===== src/rtl/hazard_pkg.sv =====
// Shared types and defaults for the scoreboard-based hazard unit.
// Scoreboard entries store the destination index in a fixed 8-bit field.
// NREGS can therefore go up to 256. Smaller indices are zero-extended on entry.
package hazard_pkg;

    localparam int NREGS_DEFAULT   = 32;
    localparam int NSTAGES_DEFAULT = 3;
    localparam int SB_REG_W        = 8;

    // One in-flight register write tracked after ID.
    typedef struct packed {
        logic                valid;
        logic [SB_REG_W-1:0] wsel;
        logic                load;
    } sb_entry_t;

    typedef enum logic [1:0] {
        RUN,
        SQUASH,
        HALT
    } hz_state_t;

endpackage


===== src/rtl/hazard_match.sv =====
// Priority encoder: finds the youngest scoreboard entry that writes operand r.
// Register 0 never matches because it is hardwired to zero.
module hazard_match
    import hazard_pkg::*;
#(
    parameter int NSTAGES = NSTAGES_DEFAULT,
    parameter int REG_W   = 5,
    parameter int IDX_W   = (NSTAGES > 1) ? $clog2(NSTAGES) : 1
) (
    input  sb_entry_t [NSTAGES-1:0] sb,
    input  logic      [REG_W-1:0]   r,
    output logic                    hit,
    output logic      [IDX_W-1:0]   k,
    output logic                    load
);

    // Scan oldest to youngest so the lowest matching index is the one left standing.
    always_comb begin
        // NOTE: every output gets a default first, otherwise the no-match path infers latches.
        hit  = 1'b0;
        k    = '0;
        load = 1'b0;
        for (int i = NSTAGES - 1; i >= 0; i--) begin
            if (r != '0 && sb[i].valid && sb[i].wsel == SB_REG_W'(r)) begin
                hit  = 1'b1;
                k    = IDX_W'(i);
                load = sb[i].load;
            end
        end
    end

endmodule


===== src/rtl/hazard_scoreboard.sv =====
// Hazard unit for the MIPS pipeline, sitting beside ID.
// It tracks in-flight register writes in a shifting scoreboard.
// From that it derives forwarding selects and RAW stalls.
// A small FSM squashes wrong-path fetches after a taken transfer and freezes the core on halt.
module hazard_scoreboard
    import hazard_pkg::*;
#(
    parameter int NREGS        = NREGS_DEFAULT,
    parameter int REG_W        = $clog2(NREGS),
    parameter int NSTAGES      = NSTAGES_DEFAULT,
    parameter int FWD_EN       = 1,
    parameter int LOAD_READY   = 2,
    parameter int FLUSH_CYCLES = 1,
    parameter int SEL_W        = $clog2(NSTAGES + 1)
) (
    input  logic             CLK,
    input  logic             nRST,
    input  logic             ihit,
    input  logic             dmem_req,
    input  logic             dhit,
    input  logic             id_valid,
    input  logic [REG_W-1:0] id_rs,
    input  logic [REG_W-1:0] id_rt,
    input  logic [REG_W-1:0] id_wsel,
    input  logic             id_regwr,
    input  logic             id_load,
    input  logic             xfer_taken,
    input  logic             halt,
    output logic             if_stall,
    output logic             id_stall,
    output logic             if_flush,
    output logic             id_flush,
    output logic [SEL_W-1:0] fwd_rs_sel,
    output logic [SEL_W-1:0] fwd_rt_sel,
    output logic             halted
);

    localparam int IDX_W = (NSTAGES > 1) ? $clog2(NSTAGES) : 1;

    sb_entry_t [NSTAGES-1:0] sb;
    hz_state_t               state;
    logic      [1:0]         cnt;

    logic             mem_wait;
    logic             advance;
    logic             flush;
    logic             rs_hit;
    logic             rs_load;
    logic [IDX_W-1:0] rs_k;
    logic             rt_hit;
    logic             rt_load;
    logic [IDX_W-1:0] rt_k;
    logic             rs_raw;
    logic             rt_raw;
    logic             raw_stall;
    logic             issue;

    hazard_match #(.NSTAGES(NSTAGES), .REG_W(REG_W), .IDX_W(IDX_W)) u_match_rs (
        .sb   (sb),
        .r    (id_rs),
        .hit  (rs_hit),
        .k    (rs_k),
        .load (rs_load)
    );

    hazard_match #(.NSTAGES(NSTAGES), .REG_W(REG_W), .IDX_W(IDX_W)) u_match_rt (
        .sb   (sb),
        .r    (id_rt),
        .hit  (rt_hit),
        .k    (rt_k),
        .load (rt_load)
    );

    assign mem_wait = dmem_req & ~dhit;
    assign halted   = (state == HALT);
    assign advance  = ihit & ~mem_wait & ~halted;

    // Resolve each operand to a forward select or a RAW stall.
    // Load data is usable only from LOAD_READY onward.
    always_comb begin
        rs_raw     = rs_hit && (FWD_EN == 0 || (rs_load && int'(rs_k) < LOAD_READY));
        rt_raw     = rt_hit && (FWD_EN == 0 || (rt_load && int'(rt_k) < LOAD_READY));
        fwd_rs_sel = (rs_hit && !rs_raw) ? SEL_W'(rs_k) + SEL_W'(1) : '0;
        fwd_rt_sel = (rt_hit && !rt_raw) ? SEL_W'(rt_k) + SEL_W'(1) : '0;
        raw_stall  = rs_raw | rt_raw;
    end

    // Stall/flush priority is halt > mem_wait > flush > raw.
    // A flushed ID instruction never stalls.
    always_comb begin
        flush    = (xfer_taken && state == RUN) || state == SQUASH;
        id_stall = (raw_stall && !flush && !halted) || mem_wait || halted;
        if_stall = id_stall | ~ihit;
        if_flush = flush;
        id_flush = flush;
        issue    = id_valid && id_regwr && (id_wsel != '0) && !id_stall && !flush;
    end

    // Shift the scoreboard on every advancing cycle.
    // The ID write enters only if it really issues; otherwise a bubble enters.
    always_ff @(posedge CLK) begin
        if (!nRST) begin
            // NOTE: the whole scoreboard is reset; a stale valid bit would create phantom hazards.
            sb <= '0;
        end else if (advance) begin
            for (int i = 1; i < NSTAGES; i++) begin
                // NOTE: non-blocking so every stage reads the pre-edge value of its neighbour.
                sb[i] <= sb[i-1];
            end
            if (issue) begin
                sb[0] <= '{valid: 1'b1, wsel: SB_REG_W'(id_wsel), load: id_load};
            end else begin
                sb[0] <= '0;
            end
        end
    end

    // Squash sequencer: extends the flush over FLUSH_CYCLES advancing cycles.
    // Halt is sticky until reset.
    always_ff @(posedge CLK) begin
        if (!nRST) begin
            state <= RUN;
            cnt   <= '0;
        end else if (halt) begin
            state <= HALT;
        end else begin
            case (state)
                RUN: begin
                    if (advance && xfer_taken && FLUSH_CYCLES > 1) begin
                        state <= SQUASH;
                        cnt   <= 2'(FLUSH_CYCLES - 2);
                    end
                end
                SQUASH: begin
                    if (advance) begin
                        if (cnt == '0) begin
                            state <= RUN;
                        end else begin
                            cnt <= cnt - 2'd1;
                        end
                    end
                end
                HALT:    state <= HALT;
                default: state <= RUN;
            endcase
        end
    end

endmodule


===== config.mk =====
export PLATFORM = sky130hd
export DESIGN_NAME = hazard_scoreboard
export DESIGN_NICKNAME = d
export VERILOG_FILES = /design/src/rtl/hazard_pkg.sv /design/src/rtl/hazard_match.sv /design/src/rtl/hazard_scoreboard.sv
export SDC_FILE = /design/constraint.sdc
export NUM_CORES = 1
export LEC_CHECK = 0
export BUFFER_PORTS_ARGS = -buffer_cell sky130_fd_sc_hd__buf_2
export CELL_PAD_IN_SITES_DETAIL_PLACEMENT = 0
export CELL_PAD_IN_SITES_GLOBAL_PLACEMENT = 1
export CORE_MARGIN = 2
export CORE_UTILIZATION = 41
export DETAILED_ROUTE_END_ITERATION = 16
export GPL_TIMING_DRIVEN = 0
export PLACE_DENSITY = 0.79
export SLEW_MARGIN = 20
export SYNTH_ARGS = -nofsm -noshare
export SYNTH_HDL_FRONTEND = slang
export SYNTH_SLANG_ARGS = --single-unit

===== constraint.sdc =====
create_clock -name CLK -period 5.9 [get_ports CLK]
set_input_delay 1.77 -clock CLK [delete_from_list [all_inputs] [get_ports CLK]]
set_output_delay 1.77 -clock CLK [all_outputs]
set_load 0.02 [all_outputs]

Word-level counts from Yosys, hierarchy flattened
Index checks and enable logic that the tools add are counted.
{"block": "word_totals", "elab_cells": 110, "register_bits": 34, "out_inout_bits": 9, "in_bits": 25}
{"block": "classes", "bitwise": 13, "muxes": 25, "n_addsub": 3, "n_eq_ne": 13, "n_lt_le_gt_ge": 2, "reduce_logical": 42}
{"op": "$eq A8 B5 Y1", "n": 6}
{"op": "$logic_and A1 B1 Y1", "n": 25}
{"op": "$mux W2", "n": 11}
{"op": "$reduce_bool A5 Y1", "n": 3}
{"op": "$mux W1", "n": 12}
{"op": "$mux W10", "n": 1}
{"op": "$not A1 Y1", "n": 8}
{"op": "$pmux W2 S3", "n": 1}
{"op": "$reduce_and A3 Y1", "n": 2}
{"op": "$logic_not A1 Y1", "n": 5}
{"op": "$add A2 B1 Y2 const B", "n": 2}
{"op": "$logic_not A2 Y1", "n": 2}
{"op": "$lt A2 B2 Y1 const B", "n": 2}
{"op": "$ne A2 B2 Y1 const B", "n": 2}
{"op": "$reduce_and A4 Y1", "n": 1}
{"op": "$and A1 B1 Y1", "n": 3}
{"op": "$logic_or A1 B1 Y1", "n": 3}
{"op": "$ne A3 B2 Y1 const B", "n": 1}
{"op": "$ne A3 B3 Y1 const B", "n": 1}
{"op": "$eq A2 B1 Y1 const B", "n": 1}
{"op": "$eq A2 B2 Y1 const B", "n": 1}
{"op": "$ne A2 B1 Y1 const B", "n": 1}
{"op": "$or A1 B1 Y1", "n": 2}
{"op": "$reduce_or A2 Y1", "n": 1}
{"op": "$sub A2 B1 Y2 const B", "n": 1}

Longest topological paths before layout
{"block": "logic_depth", "depth_word": 18, "mapped_depth": 7, "ltp_nobuf": 6}

Cells and area by module
Synthesis repeated with hierarchy kept, for this count alone.
{"block": "hier_totals", "hier_cells": 199, "hier_area_um2": 1585.3}
{"module": "hazard_scoreboard", "cells_each": 123, "area_per_inst_um2": 1037.2, "n_inst": 1, "seq_area_each_um2": 440.4}
{"module": "hazard_match", "cells_each": 38, "area_per_inst_um2": 274.0, "n_inst": 2, "seq_area_each_um2": 0.0}

Worst setup path before layout
OpenSTA, ideal clock, no wires.
{"block": "synth_path", "path_kind": "input to output", "from": "input port id_rs[1]", "to": "output port fwd_rs_sel[0]", "path_slack_ns": 0.770, "required_time_ns": 4.130, "t_arrival_ns": 3.360, "path_stages": 5, "path_buffers": 0, "path_cell_list": "or4_4 nor2_4 nor4_2 or4_4 mux2i_1"}
{"block": "synth_via", "elab_chain_cells": 12, "elab_cells_between_ends": 26, "classes_between": "1 x add/sub; 1 x order compare; 3 x eq/ne; 10 x mux; 11 x reduce/logical"}
{"element": "from (decl)", "line_no": "hazard_scoreboard.sv:22", "text": "input logic [REG_W-1:0] id_rs,"}
{"element": "$reduce_bool A5 Y1", "line_no": "hazard_match.sv:24", "text": "if (r != '0 && sb[i].valid && sb[i].wsel == SB_REG_W'(r)) begin"}
{"element": "$logic_and A1 B1 Y1 (2 in series)", "line_no": "hazard_match.sv:24"}
{"element": "$mux W2 (3 in series)", "line_no": "hazard_match.sv:24"}
{"element": "$lt A2 B2 Y1", "line_no": "hazard_scoreboard.sv:81", "text": "rs_raw = rs_hit && (FWD_EN == 0 || (rs_load && int'(rs_k) < LOAD_READY));"}
{"element": "$logic_and A1 B1 Y1 (2 in series)", "line_no": "hazard_scoreboard.sv:81"}
{"element": "$logic_not A1 Y1", "line_no": "hazard_scoreboard.sv:83", "text": "fwd_rs_sel = (rs_hit && !rs_raw) ? SEL_W'(rs_k) + SEL_W'(1) : '0;"}
{"element": "$logic_and A1 B1 Y1", "line_no": "hazard_scoreboard.sv:83"}
{"element": "$mux W2 (*)", "line_no": "hazard_scoreboard.sv:83"}
{"element": "to (decl)", "line_no": "hazard_scoreboard.sv:33", "text": "output logic [SEL_W-1:0] fwd_rs_sel,"}
Every way passes the cells marked *; elsewhere a longest branch is shown, timed or not.

Worst setup path in the final report
{"block": "layout_path", "from": "input port id_rt[3]", "to": "output port if_stall"}
{"block": "layout_via", "elab_chain_cells": 15, "elab_cells_between_ends": 28, "classes_between": "1 x order compare; 3 x eq/ne; 9 x mux; 2 x bitwise; 13 x reduce/logical"}
{"element": "from (decl)", "line_no": "hazard_scoreboard.sv:23", "text": "input logic [REG_W-1:0] id_rt,"}
{"element": "$reduce_bool A5 Y1", "line_no": "hazard_match.sv:24"}
{"element": "$logic_and A1 B1 Y1 (2 in series)", "line_no": "hazard_match.sv:24"}
{"element": "$mux W2 (3 in series)", "line_no": "hazard_match.sv:24"}
{"element": "$lt A2 B2 Y1", "line_no": "hazard_scoreboard.sv:82", "text": "rt_raw = rt_hit && (FWD_EN == 0 || (rt_load && int'(rt_k) < LOAD_READY));"}
{"element": "$logic_and A1 B1 Y1", "line_no": "hazard_scoreboard.sv:82"}
{"element": "$logic_and A1 B1 Y1 (*)", "line_no": "hazard_scoreboard.sv:82"}
{"element": "$or A1 B1 Y1 (*)", "line_no": "hazard_scoreboard.sv:85", "text": "raw_stall = rs_raw | rt_raw;"}
{"element": "$logic_and A1 B1 Y1 (*) (2 in series)", "line_no": "hazard_scoreboard.sv:92", "text": "id_stall = (raw_stall && !flush && !halted) || mem_wait || halted;"}
{"element": "$logic_or A1 B1 Y1 (*) (2 in series)", "line_no": "hazard_scoreboard.sv:92"}
{"element": "$or A1 B1 Y1 (*)", "line_no": "hazard_scoreboard.sv:93", "text": "if_stall = id_stall | ~ihit;"}
{"element": "to (decl)", "line_no": "hazard_scoreboard.sv:29", "text": "output logic if_stall,"}
Marks and branches as above.

==> results.md <==
* Status: finished clean
* CTS Hold Bufs at 0
* Net Count, Synth at 186
* Pin count of the biggest net entering global routing at 12
* Max frequency at 0.188 GHz
* MaxCap Viol Count at 0
* Worst Hold Class: register to register
* Multi-input gate area at 888 sq um
* Clock Tree Buf Depth at 2
* Placed Cells at 238
* Critical path arrival at 3.55 ns
* Reg2reg start: sb[15]
* Worst Tran Pin Value at 0.578 ns
* Routed WL at 3.35 mm
* DRC Markers at 0
* Yosys warns at 0
* Final Hold Vio Count at 0
* Switch share at 0.280
* Clock Sinks at 21
* Psw at 0.0739 mW
* Met3 Use GR at 0.0252
* DPL Wire Length at 2.67 mm
* Synthesis-stage register bit count at 21
* Core Area at 3080 sq um
* Clock transition time at the flip-flop clock pins of the worst setup and hold paths at 0.12 ns
* Sequential power share at 0.551
* R2r endpoint: sb[5]
* Combinational share of power at 0.179
* First-pass GRT wire length at 5.55 mm
* Setup CP Type: primary input to output port
* Starting Density at 0.436
* Register area share after synthesis at 0.313
* DR pass1 iterations at 4
* CP Launch Type: primary input
* Synthesized instance count at 161
* Die height at 61.2 um
* Busiest grt layer: met2
* Total CTS buffers at 3
* CTS root buffer: clkbuf_4
* DRT antenna net count at 0
* # port buffers at 33
* VDD IR-drop max at 104 uV
* Die Wd at 61.2 um
* Global-route usage over all layers at 0.197
* CTS H-tree depth at 1
* Skew final at 0.00380 ns
* WL/cell at 13.9 um
* Setup bufs post-CTS at 0
* Share of cells above drive strength 1 at 0.242
* Slew headroom at 0.611
* Final net count at 224
* Setup TNS at 0 ns
* Via count at 1,241
* Synthesized area per cell at 8.34 sq um
* Die area at 3750 sq um
* Diode count at 0
* PD cells at 166 nW/um^2
* Fin crit period at 5.32 ns
* Reg2reg setup slack at 3.93 ns
* Synth area leader: dfxtp_1
* GR Layer Usage met1 at 0.280
* Top cells by area, synth: dfxtp_1 31%, xnor2_1 14%, nand2_1 8.1%, a21boi_0 7.3%, xor2_1 5.2%
* DRT iter0 DRCs at 48
* Worst Hold Path EP: sb[29]
* Post-synth EDFFs at 0
* RSZ-0062 raised after global routing: false
* Crit-path max FO at 9
* Fin. max-slew vios at 0
* Met2 Use GR at 0.315
* Async set-or-reset flop fraction in the synthesized netlist at 0
* Vias per cell at 5.13
* Area Growth Syn to Fin at 18.4%
* Fin util at 0.516
* Clock latency on the worst-skew pair at 0.30 ns
* FF/Latch Area at 420 sq um
* Routability cong. at 0.866
* CTS tree: yes
* Hold path start: sb[29]
* Fill count at 326
* # IOs at 34
* Vias in the first global route at 1,164
* Final Power at 0.264 mW
* Final setup vio count at 0
* Clk pwr share at 0.269
* Remaining global-route overflow at 0
* CTS resizes at 0
* Initial antenna violation count at 0
* Most common cell in the synthesized netlist: nand2_1
* Post-Syn Area at 1340 sq um
* Synth Flop Type: dfxtp_1
* Commonest cells in the netlist: 29 x nand2_1, 22 x xnor2_1, 21 x dfxtp_1, 13 x a21boi_0, 13 x nand3_1
* Crit. End Element: output port
* Hold path cells at 2
* Internal power at 0.190 mW
* Leak Pwr at 0.542 nW
* Yosys cell types at 29
* Area share of the leading cell type in the synthesized netlist at 0.313
* Tcrit/Tclk final at 0.902
* Worst Setup SP: id_rt[3]
* Site row count at 20
* Finished Layout Cells at 242
* CP required at 4.13 ns
* FF-to-FF path depth at 6
==> placed cells by master, fill, tap and decap left out, drive strengths merged <==
master	Yosys	final
xnor2	22	22
a21boi	13	13
mux2i	2	2
nor4	4	4
o21a	1	1
nor3	1	1
nand2	29	29
nor2	4	4
buf	1	34
nand2b	1	1
nand4	7	7
or4	4	4
a21oi	5	5
nand3	13	13
nand3b	2	2
clkbuf	6	10
and2	1	1
nor2b	2	2
dfxtp	21	21
o21ai	8	8
inv	1	1
xor2	8	8
nand4b	1	1
or2b	4	4
==> flip-flops by register name (all words and copies together) (netlist names) <==
name and count:
sb 20, state 1
==> layout make-up <==
class | instances | area share
Sequential cell | 21 | 0.265
Tap cell | 44 | 0.0346
Clock buffer | 4 | 0.0165
Buffer | 7 | 0.0189
Multi-Input combinational cell | 132 | 0.559
Inverter | 1 | 0.00236
Timing Repair Buffer | 33 | 0.104
==> worst max path at each step <==
| stage | slack (ns) | end |
|---|---|---|
| floorplan | 0.77 | fwd_rs_sel[0] |
| finish | 0.58 | if_stall |
| CTS | 0.58 | fwd_rt_sel[0] |
| detailed placement | 0.59 | fwd_rt_sel[0] |
| global route | 0.51 | id_stall |
| global placement | 0.64 | fwd_rt_sel[0] |
==> critical path, stage by stage <==
cell      delay, ns
buf_2          0.14
or4_4          0.15
nor2_4         0.04
nor4_1         0.54
or2b_1         0.32
a21oi_4        0.27
nand3b_1       0.15
buf_2          0.17
==> layer usage <==
layer  wire [um]  vias to the layer above
met1        1620                      589
met4          27                        0
li1            -                      632
met5           0                        -
met3          97                        4
met2        1610                       16
==> cells by family after synthesis <==
| group | count (synthesis) | share of synthesized area |
|---|---|---|
| mux | 2 | 0.0149 |
| flops | 21 | 0.313 |
| xor+xnor | 30 | 0.196 |
| simple gates | 73 | 0.313 |
| buf+inv | 8 | 0.0252 |
| compound gates | 27 | 0.138 |
==> power by group through the flow <==
stage,Clock (mW),Combinational [mW],Sequential [mW]
after global placement,0,0.0467,0.148
after floorplan,0,0.0257,0.149
final,0.0710,0.0472,0.145
after detailed placement,0,0.0473,0.149
after CTS,0.0745,0.0476,0.145
after global routing,0.0800,0.0526,0.146
==> stage by stage <==
step	cell area, sq um	worst slack (ns)	hold slack (ns)
2_1_floorplan	1340	0.770	0.457
3_3_place_gp	1560	0.641	0.472
3_5_place_dp	1560	0.589	0.488
4_1_cts	1590	0.584	0.506
5_1_grt	1590	0.510	0.538
6_report	1590	0.577	0.500
No activity file was read; power rests on OpenSTA's default activity.
